<file path="src/rtl/two_comp_pipe_if.sv">
// two_comp_pipe_if -- operand/result handshake bundle for two_comp_pipe.
//
// Signals:
//   in_valid, in_ready  : operand channel handshake
//   data_in [WIDTH]     : signed two's-complement operand
//   mode [2]            : 00 pass, 01 negate, 10 |x|, 11 -|x|
//   out_valid, out_ready: result channel handshake
//   data_out [WIDTH]    : result
//   ovf                 : result not representable in WIDTH bits
//
// Modports:
//   master : the producer/consumer side (testbench or surrounding logic)
//   slave  : the pipeline itself
interface two_comp_pipe_if #(
  parameter int WIDTH = 25
);
  logic             in_valid;
  logic             in_ready;
  logic [WIDTH-1:0] data_in;
  logic [1:0]       mode;
  logic             out_valid;
  logic             out_ready;
  logic [WIDTH-1:0] data_out;
  logic             ovf;

  modport master (
    output in_valid, data_in, mode, out_ready,
    input  in_ready, out_valid, data_out, ovf
  );

  modport slave (
    input  in_valid, data_in, mode, out_ready,
    output in_ready, out_valid, data_out, ovf
  );
endinterface

</file>
<file path="src/rtl/two_comp_pipe.sv">
// two_comp_pipe -- pipelined two's-complement unit (pass / negate / |x| / -|x|).
//
// The operand is conditionally inverted at the input and the "+1" of the
// negation is rippled through STAGES registered carry segments of SEG bits
// (the last segment takes the remaining bits). Latency is STAGES cycles.
//
// Ports:
//   clk   : clock, rising edge
//   rst_n : asynchronous active-low reset
//   bus   : two_comp_pipe_if.slave (in_valid/in_ready/data_in/mode,
//           out_valid/out_ready/data_out/ovf)
//
// Parameters:
//   WIDTH : operand/result width (2..64)
//   SEG   : carry segment width (1..WIDTH)
//
// Optional feature macro: TWO_COMP_SAT_EN -- when defined, overflowing results
// (most-negative input with negate or |x|) saturate to the most-positive value;
// otherwise they wrap. ovf is asserted in both builds.
//
// Handshake: a transfer happens on a rising edge where valid and ready are both
// 1. The producer holds valid and data stable until the transfer. Ready never
// depends combinationally on the same channel's valid. The whole pipe advances
// together when adv = ~out_valid | out_ready, and in_ready = adv, so a result
// held under backpressure keeps data_out/ovf/out_valid stable.
module two_comp_pipe #(
  parameter int WIDTH = 25,
  parameter int SEG   = 8
) (
  input logic            clk,
  input logic            rst_n,
  two_comp_pipe_if.slave bus
);
  localparam int STAGES = (WIDTH + SEG - 1) / SEG;
  localparam logic [WIDTH-1:0] MIN_VAL = {1'b1, {(WIDTH-1){1'b0}}};

  logic adv;
  logic inv;
  logic [WIDTH-1:0] operand_x;
  logic ovf_in;

  // Per-stage state: segments below stage k are finished, the rest still hold
  // the (possibly inverted) operand waiting for their carry.
  logic             vld_q [STAGES];
  logic [WIDTH-1:0] dat_q [STAGES];
  logic             cry_q [STAGES];
  logic             ovf_q [STAGES];
`ifdef TWO_COMP_SAT_EN
  localparam logic [WIDTH-1:0] MAX_VAL = {1'b0, {(WIDTH-1){1'b1}}};
  logic             sat_q [STAGES];
`endif

  assign adv          = ~bus.out_valid | bus.out_ready;
  assign bus.in_ready = adv;

  always_comb begin
    inv = 1'b0;
    case (bus.mode)
      2'b01:   inv = 1'b1;
      2'b10:   inv = bus.data_in[WIDTH-1];
      2'b11:   inv = ~bus.data_in[WIDTH-1];
      default: inv = 1'b0;
    endcase
  end

  assign operand_x = inv ? ~bus.data_in : bus.data_in;

  // Only negating the most-negative value leaves the representable range;
  // -|x| of it is itself, so mode 11 never overflows.
  assign ovf_in = (bus.data_in == MIN_VAL) &&
                  ((bus.mode == 2'b01) || (bus.mode == 2'b10));

  for (genvar k = 0; k < STAGES; k++) begin : g_stage
    localparam int LO = k * SEG;
    localparam int HI = ((k + 1) * SEG > WIDTH) ? WIDTH - 1 : (k + 1) * SEG - 1;
    localparam int SW = HI - LO + 1;

    logic [WIDTH-1:0] src_data;
    logic [WIDTH-1:0] nxt_data;
    logic             src_cin;
    logic             src_vld;
    logic             src_ovf;
    logic [SW:0]      seg_sum;
`ifdef TWO_COMP_SAT_EN
    logic             src_sat;
`endif

    if (k == 0) begin : g_first
      assign src_data = operand_x;
      assign src_cin  = inv;
      assign src_vld  = bus.in_valid;
      assign src_ovf  = ovf_in;
`ifdef TWO_COMP_SAT_EN
      assign src_sat  = ovf_in;
`endif
    end else begin : g_next
      assign src_data = dat_q[k-1];
      assign src_cin  = cry_q[k-1];
      assign src_vld  = vld_q[k-1];
      assign src_ovf  = ovf_q[k-1];
`ifdef TWO_COMP_SAT_EN
      assign src_sat  = sat_q[k-1];
`endif
    end

    assign seg_sum = {1'b0, src_data[HI:LO]} + {{SW{1'b0}}, src_cin};

    always_comb begin
      nxt_data        = src_data;
      nxt_data[HI:LO] = seg_sum[SW-1:0];
    end

    always_ff @(posedge clk or negedge rst_n) begin
      if (!rst_n) begin
        vld_q[k] <= 1'b0;
        dat_q[k] <= '0;
        cry_q[k] <= 1'b0;
        ovf_q[k] <= 1'b0;
      end else if (adv) begin
        vld_q[k] <= src_vld;
        dat_q[k] <= nxt_data;
        // Carry out of the top segment is modulo-2^WIDTH overflow: dropped.
        cry_q[k] <= (k == STAGES - 1) ? 1'b0 : seg_sum[SW];
        ovf_q[k] <= src_ovf;
      end
    end

`ifdef TWO_COMP_SAT_EN
    always_ff @(posedge clk or negedge rst_n) begin
      if (!rst_n) begin
        sat_q[k] <= 1'b0;
      end else if (adv) begin
        sat_q[k] <= src_sat;
      end
    end
`endif
  end

  assign bus.out_valid = vld_q[STAGES-1];
  assign bus.ovf       = ovf_q[STAGES-1];
`ifdef TWO_COMP_SAT_EN
  assign bus.data_out  = sat_q[STAGES-1] ? MAX_VAL : dat_q[STAGES-1];
`else
  assign bus.data_out  = dat_q[STAGES-1];
`endif
endmodule

</file>
<file path="src/flat_wrapper.sv">
// flat-port wrapper written by rule: the top's interface ports become plain ports
module two_comp_pipe_flat 
#(
  parameter int WIDTH = 25,
  parameter int SEG   = 8
)
  (clk, rst_n, bus_in_valid, bus_data_in, bus_mode, bus_out_ready, bus_in_ready, bus_out_valid, bus_data_out, bus_ovf);
  two_comp_pipe_if #(.WIDTH(WIDTH)) bus_i ();
  input logic clk;
  input logic rst_n;
  input wire logic [$bits(bus_i.in_valid)-1:0] bus_in_valid;
  input wire logic [$bits(bus_i.data_in)-1:0] bus_data_in;
  input wire logic [$bits(bus_i.mode)-1:0] bus_mode;
  input wire logic [$bits(bus_i.out_ready)-1:0] bus_out_ready;
  output wire logic [$bits(bus_i.in_ready)-1:0] bus_in_ready;
  output wire logic [$bits(bus_i.out_valid)-1:0] bus_out_valid;
  output wire logic [$bits(bus_i.data_out)-1:0] bus_data_out;
  output wire logic [$bits(bus_i.ovf)-1:0] bus_ovf;
  assign bus_i.in_valid = bus_in_valid;
  assign bus_i.data_in = bus_data_in;
  assign bus_i.mode = bus_mode;
  assign bus_i.out_ready = bus_out_ready;
  assign bus_in_ready = bus_i.in_ready;
  assign bus_out_valid = bus_i.out_valid;
  assign bus_data_out = bus_i.data_out;
  assign bus_ovf = bus_i.ovf;
  two_comp_pipe #(.WIDTH(WIDTH), .SEG(SEG)) u_core (.clk(clk), .rst_n(rst_n), .bus(bus_i));
endmodule
</file>
<file path="config.mk">
export PLATFORM = sky130hd
export DESIGN_NAME = two_comp_pipe_flat
export DESIGN_NICKNAME = d
export VERILOG_FILES = /design/src/rtl/two_comp_pipe_if.sv /design/src/rtl/two_comp_pipe.sv /design/src/flat_wrapper.sv
export SDC_FILE = /design/constraint.sdc
export NUM_CORES = 1
export LEC_CHECK = 0
export BUFFER_PORTS_ARGS = -buffer_cell sky130_fd_sc_hd__buf_2
export CORE_UTILIZATION = 57
export CTS_CLUSTER_SIZE = 10
export DETAILED_ROUTE_END_ITERATION = 12
export PLACE_DENSITY_LB_ADDON = 0.1
export SKIP_LAST_GASP = 1
export SYNTH_ARGS = -nofsm -noshare
export SYNTH_HDL_FRONTEND = slang
export SYNTH_SLANG_ARGS = --single-unit
</file>
<file path="constraint.sdc">
create_clock -name clk -period 1.52 [get_ports clk]
set_input_delay 0.076 -clock clk [delete_from_list [all_inputs] [get_ports clk]]
set_output_delay 0.076 -clock clk [all_outputs]
set_load 0.01 [all_outputs]
</file>
==> results.sh <==
export IMPL_start_kind="primary input"
export IMPL_post_place_cells=705
export IMPL_wl_um=10100
export IMPL_drc=0
export IMPL_r2r_cells=6
export IMPL_fp_dieW_um=95.6
export IMPL_start_util_pct=59.9
export IMPL_synth_xor_area_share_pct=5.96
export IMPL_io_pins=59
export IMPL_hold_class="primary input to flop"
export IMPL_synthDominantCellAreaShare_pct=55.6
export IMPL_die_area_sq_um=9150
export IMPL_first_pass_iters=4
export IMPL_timing_rr_end="u_core.g_stage[1].src_data[7]"
export IMPL_worstPathArrival_ns=1.77
export IMPL_path_class="primary input to flop"
export IMPL_cp_max_fo=5
export IMPL_syn_area_sq_um=5000
export IMPL_layout_cells_most_common="nand2_1"
export IMPL_mostFrequentLayoutCells="nand2_1, dfrtp_1, buf_2, o21ai_0, xnor2_1"
export IMPL_rsz0062_at_grt="true"
export IMPL_post_route_util_pct=72.4
export IMPL_yosys_area_top_type="dfrtp_1"
export IMPL_stdcell_count=742
export IMPL_grt_pass1_wl_um=16800
export IMPL_synthDistinctLibCells=48
export IMPL_end_kind="flop"
export IMPL_p_leak_uw=0.00297
export IMPL_tightest_slew_ns=0.503
export IMPL_ys_ff_latch=111
export IMPL_slowest_delay_ns=0.29
export IMPL_dp_hpwl_um=6530
export IMPL_syn_nets=593
export IMPL_wl_per_cell_um=13.6
export IMPL_drv_cap=0
export IMPL_fp_row_count=33
export IMPL_fmax_ghz=0.679
export IMPL_fp_coreArea_sq_um=8340
export IMPL_io_buffers=58
export IMPL_cts_buffers=9
export IMPL_preCtsSetupSlack_ns=-0.444
export IMPL_synth_simple_area_share_pct=25.0
export IMPL_synth_compound_area_share_pct=7.16
export IMPL_path_common_cell="ha_4"
export IMPL_final_antenna_net_count=0
export IMPL_cpMaxStageDelayCell="mux2_4"
export IMPL_grt_pass1_vias=3534
export IMPL_synth_top_family_by_area="simple AND/OR/NAND/NOR gates"
export IMPL_multi_input_area_sq_um=2130
export IMPL_cts_buffer_depth=2
export IMPL_yosysSeqAreaShare_pct=55.6
export IMPL_drive_gt1_share_pct=18.7
export IMPL_r2r_start="u_core.bus.out_valid"
export IMPL_area_delta_synth_final_pct=20.9
export IMPL_drt_iter0_drc=183
export IMPL_period_needed_ns=1.47
export IMPL_period_share_pct=97.0
export IMPL_worst_path_buf_inv=3
export IMPL_cpLargestDelayFamily="compound AO/OA/AOI/OAI gates"
export IMPL_seqCellArea_sq_um=2780
export IMPL_required_ns=1.82
export IMPL_die_y_um=95.6
export IMPL_startpoint="bus_mode[0]"
export IMPL_syn_instance_count=554
export IMPL_worstSkewPairLatency_ns=0.36
export IMPL_finalSetupViolCount=0
export IMPL_holdPathStages=4
export IMPL_clk_pin_slew_ns=0.11
export IMPL_fin_nets=671
export IMPL_tritoncts="yes"
export IMPL_grt_use_total_pct=24.1
export IMPL_worst_slack_ns=0.0462
export IMPL_slew_headroom_pct=66.4
export IMPL_rrSetupSlack_ns=0.10
export IMPL_postSynthAreaPerCell_sq_um=9.02
export IMPL_synth_warnings=0
export IMPL_root_buffer="clkbuf_8"
export IMPL_grt_overflow_total=0
export IMPL_grt_max_degree=112
export IMPL_skew_ns=0.0118
export IMPL_place_congestion=0.869
export IMPL_synth_adder_area_share_pct=2.00
export IMPL_antennaDiodeCount=0
export IMPL_status="finished clean"
export IMPL_finalSetupTns_ns=0
export IMPL_crit_path_cell_trace="buf_8, ha_4, mux2_4, a21oi_4, inv_4, ha_4, nor4b_4, a221oi_2, buf_4, o221ai_2, nand3b_1"
export IMPL_synthMuxAreaShare_pct=0.701
export IMPL_antenna_found_initial=0
export IMPL_viasPerCell=5.13
export IMPL_fillers=647
export IMPL_power_per_cell_area_nw_per_um2=1610
export IMPL_min_to="u_core.g_stage[1].src_ovf"
export IMPL_cts_sinks=111
export IMPL_vias=3810
export IMPL_slew_violations=0
export IMPL_ir_drop_v=0.00118
export IMPL_hold_viol=0
export IMPL_cts_max_level=3
export IMPL_hold_start="bus_data_in[16]"
export IMPL_synthTopCellsByArea="dfrtp_1, nand2_1, xnor2_1"
-- synthesized netlist by cell type, drive strengths merged --
library cell,number
nand2,247
dfrtp,111
o21ai,34
xnor2,30
clkbuf,17
buf,14
nor2,11
nand3,10
inv,9
ha,8
nand4,6
nor3,6
and2,5
nor4,4
xor2,4
a211oi,3
a21oi,3
nor4b,3
a221oi,2
a31oi,2
and3,2
mux2i,2
nand2b,2
nand3b,2
nor2b,2
a211o,1
a221o,1
a311oi,1
a31o,1
a32oi,1
and2b,1
and4,1
mux2,1
o211ai,1
o221a,1
o221ai,1
o2bb2ai,1
o31a,1
o31ai,1
or3,1
-- tightest hold or removal path: cells and delay by family --
| kind | cells | cell delay [ns] |
|---|---|---|
| compound gates | 1 | 0.07 |
| buf+inv | 1 | 0.09 |
| simple gates | 2 | 0.13 |
-- what timing repair did --
| action | in CTS | in global routing |
|---|---|---|
| pin swaps | 1 | 3 |
| cloned | 1 | 1 |
| endpoints found under the hold margin | 47 | 0 |
| endpoints found under the setup margin | 3 | 8 |
| resized for setup | 2 | 12 |
| hold buffers | 14 | 0 |
| buffers inserted | 1 | 4 |
-- routing by layer --
metal | part of all wire [%] | up-vias | track usage [%]
li1 | - | 1945 | -
met1 | 49 | 1772 | 35.3
met2 | 46 | 82 | 36.4
met3 | 3.3 | 11 | 3.51
met4 | 1.3 | 0 | 8.96
met5 | 0 | - | 0
-- flip-flops by register name, summed over array words and instances (netlist names) --
name	cells
u_core.bus.data_out	25
u_core.g_stage.src_ovf	3
u_core.g_stage.src_vld	3
u_core.g_stage.src_data	75
u_core.bus.out_valid	1
u_core.g_stage.src_cin	3
u_core.bus.ovf	1
-- power by group --
group	internal [uW]	switching [uW]
Clock	753	983
Sequential	4180	743
Combinational	1340	1750
Total	6280	3480
-- worst max-delay path by stage --
stage                                    end  depth (start not counted)
2_1_floorplan  u_core.g_stage[1].src_data[3]                         11
3_3_place_gp   u_core.g_stage[1].src_data[5]                         11
3_5_place_dp   u_core.g_stage[1].src_data[5]                         11
4_1_cts                         bus_in_ready                          4
5_1_grt        u_core.g_stage[1].src_data[6]                         11
6_report       u_core.g_stage[1].src_data[6]                         11
-- area by class of cell --
class | count | share of cell area [%]
clock buffer | 12 | 2.73
clock inverter | 4 | 0.621
inverter | 9 | 0.808
multi-input combinational | 403 | 35.2
sequential | 111 | 46.0
tap | 105 | 2.17
timing repair buffer | 98 | 12.5
-- through the flow --
step / instance area [sq um] / hold slack, ns / total power, uW
after global placement: 5560 / 0.0796 / 7750
after CTS: 5950 / 0.0178 / 9700
after floorplan: 5090 / -0.220 / 6800
after global routing: 6040 / 0.0197 / 10600
after detailed placement: 5560 / 0.0830 / 7860
final: 6040 / 0.0327 / 9760
-- cells by family after synthesis --
logic type | count (synthesis)
buffers and inverters | 40
adders and majority gates | 8
xor gates and xnor gates | 34
muxes | 3
and+or+nand+nor | 303
AOI/OAI and AO/OA | 55
DFF | 111
(Power assumes the default switching activity.)
